**config.mk**
```make
export PLATFORM = sky130hd
export DESIGN_NAME = time_set_controller_flat
export DESIGN_NICKNAME = d
export VERILOG_FILES = /design/src/rtl/time_set_controller_if.sv /design/src/rtl/time_set_controller.sv /design/src/flat_wrapper.sv
export SDC_FILE = /design/constraint.sdc
export NUM_CORES = 1
export LEC_CHECK = 0
export ABC_AREA = 1
export CORE_ASPECT_RATIO = 0.75
export CORE_UTILIZATION = 45
export CTS_BUF_LIST = sky130_fd_sc_hd__clkbuf_8
export DETAILED_ROUTE_END_ITERATION = 6
export GPL_TIMING_DRIVEN = 0
export PLACE_DENSITY = 0.6
export SYNTH_ARGS = -nofsm -noshare
export SYNTH_HDL_FRONTEND = slang
export SYNTH_SLANG_ARGS = --single-unit
```
**constraint.sdc**
```tcl
create_clock -name i_clk -period 2.4 [get_ports i_clk]
set_input_delay 0.24 -clock i_clk [delete_from_list [all_inputs] [get_ports i_clk]]
set_output_delay 0.24 -clock i_clk [all_outputs]
set_load 0.005 [all_outputs]
```
**src/rtl/time_set_controller_if.sv**
```systemverilog
// Button, live-time and load bus between the time-set sequencer and its surroundings.
interface time_set_controller_if;
  logic       btn_mode;
  logic       btn_inc;
  logic       btn_dec;
  logic [4:0] cur_hours;
  logic [5:0] cur_minutes;
  logic       run_en;
  logic       load;
  logic [4:0] load_hours;
  logic [5:0] load_minutes;
  logic [5:0] load_seconds;
  logic [1:0] edit_field;
  logic       blink;

  modport master (
    output btn_mode, btn_inc, btn_dec, cur_hours, cur_minutes,
    input  run_en, load, load_hours, load_minutes, load_seconds, edit_field, blink
  );

  modport slave (
    input  btn_mode, btn_inc, btn_dec, cur_hours, cur_minutes,
    output run_en, load, load_hours, load_minutes, load_seconds, edit_field, blink
  );
endinterface

```
**src/rtl/time_set_controller.sv**
```systemverilog
// Button-driven hour/minute editor for the 24 h counter chain: debounce, auto-repeat,
// edit FSM with idle timeout, blink phase and a one-cycle load strobe on commit.
module time_set_controller #(
  parameter int DEBOUNCE_CYC = 1_000_000,
  parameter int HOLD_CYC     = 50_000_000,
  parameter int REPEAT_CYC   = 25_000_000,
  parameter int BLINK_CYC    = 25_000_000,
  parameter int TIMEOUT_CYC  = 1_000_000_000
) (
  input  logic                  i_clk,
  input  logic                  i_rst_n,
  time_set_controller_if.slave  io_bus
);

  localparam logic [1:0] ST_RUN     = 2'b00;
  localparam logic [1:0] ST_SET_HR  = 2'b01;
  localparam logic [1:0] ST_SET_MIN = 2'b10;
  localparam logic [1:0] ST_COMMIT  = 2'b11;

  localparam int DB_W  = $clog2(DEBOUNCE_CYC + 1);
  localparam int RP_W  = $clog2(((HOLD_CYC > REPEAT_CYC) ? HOLD_CYC : REPEAT_CYC) + 1);
  localparam int BL_W  = $clog2(BLINK_CYC + 1);
  localparam int ID_W  = $clog2(TIMEOUT_CYC + 1);

  localparam logic [DB_W-1:0] DB_LAST   = DB_W'(DEBOUNCE_CYC - 1);
  localparam logic [RP_W-1:0] HOLD_FIRE = RP_W'(HOLD_CYC);
  localparam logic [RP_W-1:0] REP_FIRE  = RP_W'(REPEAT_CYC);
  localparam logic [BL_W-1:0] BL_LAST   = BL_W'(BLINK_CYC - 1);
  localparam logic [ID_W-1:0] ID_LAST   = ID_W'(TIMEOUT_CYC - 1);

  // Button index: 0 mode, 1 inc, 2 dec
  logic [2:0]      w_raw;
  logic [2:0]      r_sync1;
  logic [2:0]      r_sync2;
  logic [2:0]      r_level;
  logic [2:0]      r_level_d;
  logic [DB_W-1:0] r_db_cnt [3];
  logic [2:0]      w_rise;

  logic [RP_W-1:0] r_rep_cnt [2];
  logic [1:0]      r_rep_on;
  logic [1:0]      w_fire;

  logic            w_mode_p;
  logic            w_inc_p;
  logic            w_dec_p;
  logic            w_any_p;
  logic            w_step_up;
  logic            w_step_dn;
  logic            w_timeout;

  logic [1:0]      r_state;
  logic [1:0]      w_state_nxt;
  logic [5:0]      r_edit_hr;
  logic [5:0]      r_edit_min;
  logic [5:0]      w_hr_nxt;
  logic [5:0]      w_min_nxt;
  logic [5:0]      w_cur_hr;
  logic [5:0]      w_cur_min;
  logic [ID_W-1:0] r_idle;
  logic [BL_W-1:0] r_blink_cnt;
  logic            r_blink;
  logic            r_run_en;
  logic            r_load;
  logic [4:0]      r_load_hr;
  logic [5:0]      r_load_min;
  logic            w_in_edit_nxt;
  logic            w_blink_restart;

  assign w_raw = {io_bus.btn_dec, io_bus.btn_inc, io_bus.btn_mode};

  // Two-flop synchroniser, stability counter and accepted level per button.
  always_ff @(posedge i_clk or negedge i_rst_n) begin
    if (!i_rst_n) begin
      r_sync1   <= 3'b000;
      r_sync2   <= 3'b000;
      r_level   <= 3'b000;
      r_level_d <= 3'b000;
      for (int b = 0; b < 3; b++) r_db_cnt[b] <= '0;
    end else begin
      r_sync1   <= w_raw;
      r_sync2   <= r_sync1;
      r_level_d <= r_level;
      for (int b = 0; b < 3; b++) begin
        if (r_sync2[b] == r_level[b]) begin
          r_db_cnt[b] <= '0;
        end else if (r_db_cnt[b] == DB_LAST) begin
          r_db_cnt[b] <= '0;
          r_level[b]  <= r_sync2[b];
        end else begin
          r_db_cnt[b] <= r_db_cnt[b] + DB_W'(1);
        end
      end
    end
  end

  assign w_rise = r_level & ~r_level_d;

  // Auto-repeat fires first after HOLD_CYC held cycles, then every REPEAT_CYC.
  always_comb begin
    w_fire = 2'b00;
    for (int k = 0; k < 2; k++) begin
      if (r_rep_on[k]) begin
        w_fire[k] = r_level[k+1] && (r_rep_cnt[k] == REP_FIRE);
      end else begin
        w_fire[k] = r_level[k+1] && (r_rep_cnt[k] == HOLD_FIRE);
      end
    end
  end

  // Held-time counters for inc/dec, cleared whenever the button is released.
  always_ff @(posedge i_clk or negedge i_rst_n) begin
    if (!i_rst_n) begin
      r_rep_on <= 2'b00;
      for (int k = 0; k < 2; k++) r_rep_cnt[k] <= '0;
    end else begin
      for (int k = 0; k < 2; k++) begin
        if (!r_level[k+1]) begin
          r_rep_cnt[k] <= '0;
          r_rep_on[k]  <= 1'b0;
        end else if (w_fire[k]) begin
          r_rep_cnt[k] <= RP_W'(1);
          r_rep_on[k]  <= 1'b1;
        end else begin
          r_rep_cnt[k] <= r_rep_cnt[k] + RP_W'(1);
        end
      end
    end
  end

  assign w_mode_p  = w_rise[0];
  assign w_inc_p   = w_rise[1] | w_fire[0];
  assign w_dec_p   = w_rise[2] | w_fire[1];
  assign w_any_p   = w_mode_p | w_inc_p | w_dec_p;
  assign w_step_up = w_inc_p & ~w_dec_p & ~w_mode_p;
  assign w_step_dn = w_dec_p & ~w_inc_p & ~w_mode_p;
  assign w_timeout = (r_idle == ID_LAST);
  assign w_cur_hr  = ({1'b0, io_bus.cur_hours} > 6'd23) ? 6'd0 : {1'b0, io_bus.cur_hours};
  assign w_cur_min = (io_bus.cur_minutes > 6'd59) ? 6'd0 : io_bus.cur_minutes;

  // Edit FSM next-state and edit-value arithmetic; a pulse outranks a same-cycle timeout.
  always_comb begin
    w_state_nxt = r_state;
    w_hr_nxt    = r_edit_hr;
    w_min_nxt   = r_edit_min;
    case (r_state)
      ST_RUN: begin
        if (w_mode_p) begin
          w_state_nxt = ST_SET_HR;
          w_hr_nxt    = w_cur_hr;
          w_min_nxt   = w_cur_min;
        end else begin
          w_state_nxt = ST_RUN;
        end
      end
      ST_SET_HR: begin
        if (w_mode_p) begin
          w_state_nxt = ST_SET_MIN;
        end else if (w_step_up) begin
          w_hr_nxt = (r_edit_hr >= 6'd23) ? 6'd0 : r_edit_hr + 6'd1;
        end else if (w_step_dn) begin
          w_hr_nxt = (r_edit_hr == 6'd0) ? 6'd23 : r_edit_hr - 6'd1;
        end else if (w_timeout) begin
          w_state_nxt = ST_RUN;
        end else begin
          w_state_nxt = ST_SET_HR;
        end
      end
      ST_SET_MIN: begin
        if (w_mode_p) begin
          w_state_nxt = ST_COMMIT;
        end else if (w_step_up) begin
          w_min_nxt = (r_edit_min >= 6'd59) ? 6'd0 : r_edit_min + 6'd1;
        end else if (w_step_dn) begin
          w_min_nxt = (r_edit_min == 6'd0) ? 6'd59 : r_edit_min - 6'd1;
        end else if (w_timeout) begin
          w_state_nxt = ST_RUN;
        end else begin
          w_state_nxt = ST_SET_MIN;
        end
      end
      ST_COMMIT: w_state_nxt = ST_RUN;
      default:   w_state_nxt = ST_RUN;
    endcase
  end

  assign w_in_edit_nxt   = (w_state_nxt == ST_SET_HR) || (w_state_nxt == ST_SET_MIN);
  assign w_blink_restart = (r_state != w_state_nxt);

  // State, edit registers, idle timer and registered outputs.
  always_ff @(posedge i_clk or negedge i_rst_n) begin
    if (!i_rst_n) begin
      r_state     <= ST_RUN;
      r_edit_hr   <= 6'd0;
      r_edit_min  <= 6'd0;
      r_idle      <= '0;
      r_blink_cnt <= '0;
      r_blink     <= 1'b0;
      r_run_en    <= 1'b1;
      r_load      <= 1'b0;
      r_load_hr   <= 5'd0;
      r_load_min  <= 6'd0;
    end else begin
      r_state    <= w_state_nxt;
      r_edit_hr  <= w_hr_nxt;
      r_edit_min <= w_min_nxt;
      r_run_en   <= (w_state_nxt == ST_RUN);
      r_load     <= (w_state_nxt == ST_COMMIT);
      if (w_state_nxt == ST_COMMIT) begin
        r_load_hr  <= w_hr_nxt[4:0];
        r_load_min <= w_min_nxt;
      end else begin
        r_load_hr  <= r_load_hr;
        r_load_min <= r_load_min;
      end
      if (!w_in_edit_nxt || w_any_p) begin
        r_idle <= '0;
      end else begin
        r_idle <= r_idle + ID_W'(1);
      end
      // Field changes (entry to SET_HR, SET_HR->SET_MIN) restart the blink phase.
      if (!w_in_edit_nxt || w_blink_restart) begin
        r_blink_cnt <= '0;
        r_blink     <= 1'b0;
      end else if (r_blink_cnt == BL_LAST) begin
        r_blink_cnt <= '0;
        r_blink     <= ~r_blink;
      end else begin
        r_blink_cnt <= r_blink_cnt + BL_W'(1);
      end
    end
  end

  assign io_bus.run_en       = r_run_en;
  assign io_bus.load         = r_load;
  assign io_bus.load_hours   = r_load_hr;
  assign io_bus.load_minutes = r_load_min;
  assign io_bus.load_seconds = 6'd0;
  assign io_bus.edit_field   = r_state;
  assign io_bus.blink        = r_blink;

endmodule

```
**src/flat_wrapper.sv**
```systemverilog
// flat-port wrapper written by rule: the top's interface ports become plain ports
module time_set_controller_flat 
#(
  parameter int DEBOUNCE_CYC = 1_000_000,
  parameter int HOLD_CYC     = 50_000_000,
  parameter int REPEAT_CYC   = 25_000_000,
  parameter int BLINK_CYC    = 25_000_000,
  parameter int TIMEOUT_CYC  = 1_000_000_000
)
  (i_clk, i_rst_n, io_bus_btn_mode, io_bus_btn_inc, io_bus_btn_dec, io_bus_cur_hours, io_bus_cur_minutes, io_bus_run_en, io_bus_load, io_bus_load_hours, io_bus_load_minutes, io_bus_load_seconds, io_bus_edit_field, io_bus_blink);
  time_set_controller_if io_bus_i ();
  input  logic i_clk;
  input  logic i_rst_n;
  input wire logic [$bits(io_bus_i.btn_mode)-1:0] io_bus_btn_mode;
  input wire logic [$bits(io_bus_i.btn_inc)-1:0] io_bus_btn_inc;
  input wire logic [$bits(io_bus_i.btn_dec)-1:0] io_bus_btn_dec;
  input wire logic [$bits(io_bus_i.cur_hours)-1:0] io_bus_cur_hours;
  input wire logic [$bits(io_bus_i.cur_minutes)-1:0] io_bus_cur_minutes;
  output wire logic [$bits(io_bus_i.run_en)-1:0] io_bus_run_en;
  output wire logic [$bits(io_bus_i.load)-1:0] io_bus_load;
  output wire logic [$bits(io_bus_i.load_hours)-1:0] io_bus_load_hours;
  output wire logic [$bits(io_bus_i.load_minutes)-1:0] io_bus_load_minutes;
  output wire logic [$bits(io_bus_i.load_seconds)-1:0] io_bus_load_seconds;
  output wire logic [$bits(io_bus_i.edit_field)-1:0] io_bus_edit_field;
  output wire logic [$bits(io_bus_i.blink)-1:0] io_bus_blink;
  assign io_bus_i.btn_mode = io_bus_btn_mode;
  assign io_bus_i.btn_inc = io_bus_btn_inc;
  assign io_bus_i.btn_dec = io_bus_btn_dec;
  assign io_bus_i.cur_hours = io_bus_cur_hours;
  assign io_bus_i.cur_minutes = io_bus_cur_minutes;
  assign io_bus_run_en = io_bus_i.run_en;
  assign io_bus_load = io_bus_i.load;
  assign io_bus_load_hours = io_bus_i.load_hours;
  assign io_bus_load_minutes = io_bus_i.load_minutes;
  assign io_bus_load_seconds = io_bus_i.load_seconds;
  assign io_bus_edit_field = io_bus_i.edit_field;
  assign io_bus_blink = io_bus_i.blink;
  time_set_controller #(.DEBOUNCE_CYC(DEBOUNCE_CYC), .HOLD_CYC(HOLD_CYC), .REPEAT_CYC(REPEAT_CYC), .BLINK_CYC(BLINK_CYC), .TIMEOUT_CYC(TIMEOUT_CYC)) u_core (.i_clk(i_clk), .i_rst_n(i_rst_n), .io_bus(io_bus_i));
endmodule
```
==> results of run 1 <==
## power by group through the flow
stage / clock (mW) / combinational (mW) / sequential (mW)
floorplan: 0 / 0.0483 / 3.61
global placement: 0 / 0.161 / 3.62
detailed placement: 0 / 0.168 / 3.62
CTS: 3.37 / 0.170 / 3.55
global route: 3.53 / 0.193 / 3.55
finish: 3.24 / 0.165 / 3.55
## how the worst max path moves through the flow
| stage | from | end | slack [ns] | cells past startpoint |
|---|---|---|---|---|
| after global placement | i_rst_n | u_core.r_db_cnt[47]$_DFF_PN0_ | -8.05 | 1 |
| after detailed placement | u_core.r_rep_cnt[0]$_DFF_PN0_ | u_core.r_idle[13]$_DFF_PN0_ | -0.68 | 17 |
| after floorplan | u_core.r_rep_cnt[26]$_DFF_PN0_ | u_core.r_blink_cnt[12]$_DFF_PN0_ | -0.04 | 22 |
| after CTS | u_core.r_rep_cnt[0]$_DFF_PN0_ | u_core.r_blink_cnt[8]$_DFF_PN0_ | -0.36 | 20 |
| after global routing | u_core.r_rep_cnt[21]$_DFF_PN0_ | u_core.r_blink_cnt[4]$_DFF_PN0_ | -0.60 | 20 |
| final | u_core.r_rep_cnt[21]$_DFF_PN0_ | u_core.r_blink_cnt[7]$_DFF_PN0_ | -0.46 | 20 |
## final cells by class
type | count | area share
timing repair inverter | 1 | 0.000522
clock inverter | 12 | 0.00374
multi-input combinational | 1037 | 0.415
timing repair buffer | 103 | 0.0716
sequential | 209 | 0.364
inverter | 211 | 0.0561
buffer | 25 | 0.0143
tap | 338 | 0.0294
clock buffer | 47 | 0.0450
## cell usage in the layout (no fill, tap or decap), drive strengths merged, types with 48 or more instances in the layout
master and n:
buf 90, inv 218, o21ai 66, xor2 48, dfrtp 208, nand2 300
nand4 55, nand3 97, nor2 242, nor3 62, clkbuf 54, a21oi 58
## sequential cells by signal, summed over array words and instances (netlist names), 3 cells and up
register / cells
u_core.r_idle: 30
u_core.r_sync1: 3
u_core.r_level: 3
u_core.r_blink_cnt: 25
u_core.io_bus.load_minutes: 6
u_core.io_bus.load_hours: 5
u_core.r_edit_hr: 6
u_core.r_level_d: 3
u_core.r_rep_cnt: 52
u_core.r_db_cnt: 60
u_core.r_sync2: 3
u_core.r_edit_min: 6
## logic make-up after synthesis
| logic type | after synthesis |
|---|---|
| compound gates | 143 |
| xor+xnor | 68 |
| fa+ha+maj | 15 |
| buf+inv | 237 |
| flops | 209 |
| mux | 2 |
| other cells | 1 |
| simple gates | 802 |
## what timing repair did
item / in CTS / in global routing
hold endpoints to repair: 90 / 0
cloned: 5 / 2
pin swaps: 30 / 59
hold buffers: 1 / 0
gates resized for setup: 80 / 137
setup endpoints to repair: 68 / 103
setup buffers: 27 / 39
## Yosys cell counts, drive strengths merged
cell type,instances
nand3,97
o21ai,66
nand4,55
mux2,2
a31oi,2
dfstp,1
dfrtp,208
ha,15
nor3,62
nand3b,1
clkbuf,7
o21a,5
a32oi,4
inv,210
nor2,242
buf,19
a21boi,1
xnor2,20
nor4,25
conb,1
a211oi,2
a21oi,58
nand2,299
a22oi,3
or4,2
and3,3
o41ai,1
o211ai,1
clkinv,1
xor2,48
nor3b,10
or2,6
## layer usage
layer / wire, um / vias up
li1: - / 5074
met1: 14200 / 4685
met2: 11400 / 221
met3: 1570 / 34
met4: 371 / 0
met5: 0 / -
## metrics by stage
| step | setup TNS [ns] | utilization | hold slack (ns) | worst slack [ns] |
|---|---|---|---|---|
| floorplan | -0.747 | - | -0.0556 | -0.0361 |
| global placement | -1704.87 | 0.491 | 0.335 | -8.05 |
| detailed placement | -34.03 | 0.492 | 0.307 | -0.678 |
| CTS | -19.62 | 0.545 | 0.0936 | -0.363 |
| global route | -40.54 | 0.577 | 0.106 | -0.605 |
| finish | -28.04 | 0.577 | 0.137 | -0.460 |
==> flow_metrics.tcl, run 1 <==
set metrics [dict create \
    status "finished, violations left" \
    violations "setup timing" \
    grtUsageMet2 0.297 \
    core-area_um2 24900 \
    period_minus_slack_ns 2.86 \
    relSlewSlack 0.501 \
    avgSynthCellArea_um2 7.73 \
    stdcell_count 1983 \
    power_density_nw_per_um2 484 \
    start_kind "flip-flop" \
    die_w_um 186 \
    rows 50 \
    p_leak_nw 6.03 \
    syn_area_um2 11400 \
    ys_top_cells_by_area "dfrtp_1 46%, nand2_1 9.7%, nor2_1 7.0%" \
    netSwitchingFraction 0.233 \
    setup_viol 80 \
    clock_power_share 0.466 \
    drt_iter0_drc 650 \
    power.total_mw 6.96 \
    synthCells 1477 \
    placed_cells 1852 \
    insertion_delay_ns 0.54 \
    seqCellArea_um2 5230 \
    synth_area_leader_cell "dfrtp_1" \
    finClkSkew_ns 0.0213 \
    maxCapViolCount 0 \
    dieArea_um2 26000 \
    drt-total-wl_um 27600 \
    regToRegSetupSlack_ns -0.46 \
    rsz0062_at_grt "yes" \
    antennaDiodeCount 0 \
    ys_ff_latch 209 \
    synth_xor_area_frac 0.0522 \
    area_growth_pct 25.9 \
    cts_tree "done" \
    synth_compound_area_frac 0.0675 \
    grt_pass1_wl_um 44200 \
    required_ns 2.87 \
    port_buffers 31 \
    placed_area_um2 12300 \
    yosys.area.top_type_share 0.456 \
    clkTransAtPathRegs_ns 0.06 \
    comb_power_share 0.024 \
    dp.final_hpwl_um 17900 \
    worst_pin_slew_ns 0.749 \
    layout_setup_ws_ns -0.460 \
    grt_pass1_vias 9152 \
    crit_slowest_cell "dfrtp_1" \
    whs_path_depth 1 \
    r2r_cells 20 \
    die_h_um 140 \
    fill_cells 2289 \
    drc 0 \
    path_cells "nand2_1 > nor2_1 > nand3_1 > nor2_2 > nand3_2 > nand2_1 > nand2_2 > nand3_4 > nand2_2 > nand2_2 > nand2_2 > nand2_2 > nand2_2 > nand2_2 > inv_2 > ha_4 > a21boi_4 > nand2_4 > clkbuf_16 > nor2_2" \
    vias 10000 \
    dr.pass1.iters 5 \
    wl_per_cell_um 13.9 \
    routabilityCongestion 0.835 \
    final_area_um2 14400 \
    cp_top_family "simple AND/OR/NAND/NOR gates" \
    use_met1 0.326 \
    cts_made_buffers 37 \
    use_met3 0.0413 \
    grt_max_degree 120 \
    crit-reg2reg-capture "u_core.r_blink_cnt[7]$_DFF_PN0_" \
    synth_adder_area_share 0.0164 \
    synthSimpleGateAreaFrac 0.321 \
    io_pins 38 \
    reg2reg_from "u_core.r_rep_cnt[21]$_DFF_PN0_" \
    cts_root_buffer "clkbuf_8" \
    cts.sinks 209 \
    hold_end "u_core.r_sync1[1]$_DFF_PN0_" \
    ys_warn_count 0 \
    top_usage_layer "met1" \
    arrival_ns 3.33 \
    vias_per_cell 5.05 \
    grt_overflow 0 \
    ctsHtreeMaxLevel 2 \
    drive_gt1_frac 0.195 \
    endpoint_kind "flip-flop" \
    yosysSeqAreaShare 0.458 \
    hold_path.class "in -> reg" \
    initial_core_util 0.458 \
    critPathKind "reg -> reg" \
    antenna_found_initial 0 \
    cp_max_fo 6 \
    crit_top_cell "nand2_2" \
    multi_input_area_um2 5970 \
    holdCritStartpoint "io_bus_btn_inc" \
    switching_power_mw 1.62 \
    ant_nets 0 \
    power.internal_mw 5.34 \
    fin_crit_sh 1.19 \
    fmax_mhz 350 \
    clockBufferDepth 3 \
    slowest_delay_ns 0.38 \
    muxShareOfSynthArea 0.00197 \
    crit_buf_inv 2 \
    finalHoldViolCount 0 \
    pwr-share-seq 0.510 \
    nets 1656 \
    track_usage 0.210 \
    synth_cell_types 47 \
    finalMaxSlewViolations 0 \
    synth_top_family_by_area "simple AND/OR/NAND/NOR gates" \
    ir_drop_uv 347 \
]
(Power assumes the default switching activity.)
==> run 2: changes to the inputs <==
- REMOVE_ABC_BUFFERS: unset -> 1
- SETUP_SLACK_MARGIN: unset -> 0.4
==> run 2 against run 1 <==
  * The flow finishes with violations (DRC, setup timing)
  * Maximum frequency rose by 2.6%
  * Total power rose by 3.5%
  * Global-route usage rose by 0.11 points
  * Final area rose by 4.5%
  * Clock power rose by 7.4%
  * Via count rose by 3.5%
  * Setup slack improved by 0.072 ns
  * Die area did not move
  * Clock skew barely moved
  * Utilization rose by 2.6 points
  * Non-clock buffer count rose by 29
  * Critical endpoint is now u_core.r_blink_cnt[24]$_DFF_PN0_
==> flow_metrics.tcl, run 2 (same netlist as run 1, synthesis figures left out) <==
set metrics [dict create \
    rsz0062_at_grt "yes" \
    fill_cells 2183 \
    holdCritStartpoint "io_bus_btn_mode" \
    violations "DRC, setup timing" \
    finalHoldViolCount 0 \
    finalMaxSlewViolations 0 \
    cts_tree "done" \
    finClkSkew_ns 0.0216 \
    clkTransAtPathRegs_ns 0.07 \
    p_leak_nw 6.26 \
    slowest_delay_ns 0.40 \
    final_cell_mix "253 x nand2_1, 203 x dfrtp_1, 195 x inv_1" \
    drt-total-wl_um 27900 \
    finalSetupTns_ns -21.83 \
    antenna_found_initial 0 \
    setup_viol 70 \
    dr.pass1.iters 7 \
    io_pins 38 \
    critPathKind "reg -> reg" \
    ir_drop_uv 357 \
    seqCellArea_um2 5240 \
    grt_pass1_wl_um 45400 \
    core-area_um2 24900 \
    cts_root_buffer "clkbuf_8" \
    drc 2 \
    clockBufferDepth 3 \
    cts.sinks 209 \
    worst_pin_slew_ns 0.810 \
    area_growth_pct 31.7 \
    largest_register_ffs 60 \
    layout_setup_ws_ns -0.388 \
    antennaDiodeCount 0 \
    path_cells "inv_2 > ha_4 > inv_2 > nor2_4 > nand3_2 > nor2_4 > nand3_2 > nand2_1 > nand2_2 > nand3_4 > nand2_2 > nand2_2 > nand2_2 > nand2_2 > nand2_2 > nand2_2 > inv_2 > ha_4 > a21boi_4 > buf_12 > nand2_8 > nor2_1" \
    routabilityCongestion 0.849 \
    regToRegSetupSlack_ns -0.39 \
    start_kind "flip-flop" \
    drt_iter0_drc 610 \
    insertion_delay_ns 0.55 \
    initial_core_util 0.458 \
    status "finished, violations left" \
    fmax_mhz 359 \
    die_h_um 140 \
    grt_overflow 0 \
    multi_input_area_um2 6350 \
    top_regs "u_core.r_db_cnt: 60 flops, u_core.r_rep_cnt: 52 flops, u_core.r_idle: 30 flops" \
    ctsHtreeMaxLevel 2 \
    final_common_cell "nand2_1" \
    fin_hold_ws_ns 0.149 \
    endpoint_kind "flip-flop" \
    rows 50 \
    whs_path_depth 1 \
    die_w_um 186 \
    track_usage 0.211 \
    maxCapViolCount 0 \
    power_density_nw_per_um2 480 \
    cp_max_fo 7 \
    grt_pass1_vias 9571 \
    cts_made_buffers 37 \
    fin_crit_sh 1.16 \
    crit_top_cell "nand2_2" \
    r2r_cells 22 \
    required_ns 2.86 \
    dieArea_um2 26000 \
    dp.final_hpwl_um 16800 \
    period_minus_slack_ns 2.79 \
    ant_nets 0 \
    relSlewSlack 0.458 \
    wl_per_cell_um 13.8 \
    hold_end "u_core.r_sync1[0]$_DFF_PN0_" \
    top_register "u_core.r_db_cnt" \
    crit-reg2reg-capture "u_core.r_blink_cnt[24]$_DFF_PN0_" \
    crit_slowest_cell "dfrtp_1" \
    grt_max_degree 113 \
    port_buffers 31 \
    vias 10400 \
    vias_per_cell 5.12 \
    reg2reg_from "u_core.r_rep_cnt[26]$_DFF_PN0_" \
    hold_path.class "in -> reg" \
    drive_gt1_frac 0.259 \
    arrival_ns 3.25 \
    nets 1691 \
]
-- run 2: cell types whose count changed in the layout (fill, tap and decap cells not counted), sizes merged --
cell      before  now
inv          218  213
clkinvlp       2    8
bufinv         0    2
buf           90  126
clkinv         4    8
clkbuf        54   47
nand3         97  100
nand2        300  302
-- run 2: layout make-up --
cell class,instances,share of cell area
Clock buffer,47,0.0430
Clock inverter,18,0.00908
Inverter,211,0.0540
Multi-Input combinational cell,1042,0.422
Sequential cell,209,0.349
Tap cell,338,0.0281
Timing Repair Buffer,157,0.0937
Timing Repair inverter,2,0.000999
-- run 2: per-stage QoR --
step	util	area (um2)	std cells	total power [mW]	setup slack [ns]
floorplan	-	11300	1456	3.66	-0.608
finish	0.604	15000	2024	7.21	-0.388
detailed placement	0.484	12100	1826	3.77	-1.53
CTS	0.560	13900	1968	7.31	-0.332
global placement	0.483	12000	1825	3.77	-8.09
global route	0.604	15000	2024	7.49	-0.543
-- run 2: report_power, final --
group | internal [mW] | switching [mW] | total, mW
Clock | 1.98 | 1.50 | 3.48
Combinational | 0.0575 | 0.115 | 0.172
Sequential | 3.54 | 0.0154 | 3.56
Total | 5.58 | 1.63 | 7.21
-- run 2: layer usage --
metal | GRT usage | share of wire | wire length [um]
met2 | 0.302 | 0.44 | 12300
met4 | 0.0557 | 0.016 | 434
met5 | 0 | 0 | 0
met1 | 0.326 | 0.49 | 13800
met3 | 0.0377 | 0.049 | 1360
-- run 2: worst max path at each step --
stage                     depth (start not counted)  slack (ns)                            from                                to
after CTS                                        22       -0.33  u_core.r_rep_cnt[27]$_DFF_PN0_   u_core.r_blink_cnt[0]$_DFF_PN0_
after global routing                             21       -0.54  u_core.r_rep_cnt[28]$_DFF_PN0_  u_core.r_blink_cnt[24]$_DFF_PN0_
after detailed placement                         20       -1.53   u_core.r_rep_cnt[0]$_DFF_PN0_       u_core.r_idle[17]$_DFF_PN0_
after global placement                            1       -8.09                         i_rst_n       u_core.r_sync1[0]$_DFF_PN0_
after floorplan                                  20       -0.61   u_core.r_rep_cnt[0]$_DFF_PN0_        u_core.r_idle[3]$_DFF_PN0_
final                                            22       -0.39  u_core.r_rep_cnt[26]$_DFF_PN0_  u_core.r_blink_cnt[24]$_DFF_PN0_
-- run 2: worst max-delay path: cells and delay by family, from the launching register on --
family	cells	cell delay (ns)
AND/OR/NAND/NOR	15	1.33
adder cells (fa/ha/maj)	2	0.41
flip-flops	1	0.40
AO/OA/AOI/OAI	1	0.19
buffers and inverters	4	0.35
-- run 2: timing repair --
item | 4_1_cts | 5_1_grt
buffers inserted | 69 | 55
hold buffers | 1 | 0
hold endpoints to repair | 97 | 0
pin swaps | 62 | 79
gates resized for setup | 127 | 175
setup endpoints to repair | 126 | 152
cloned | 7 | 1
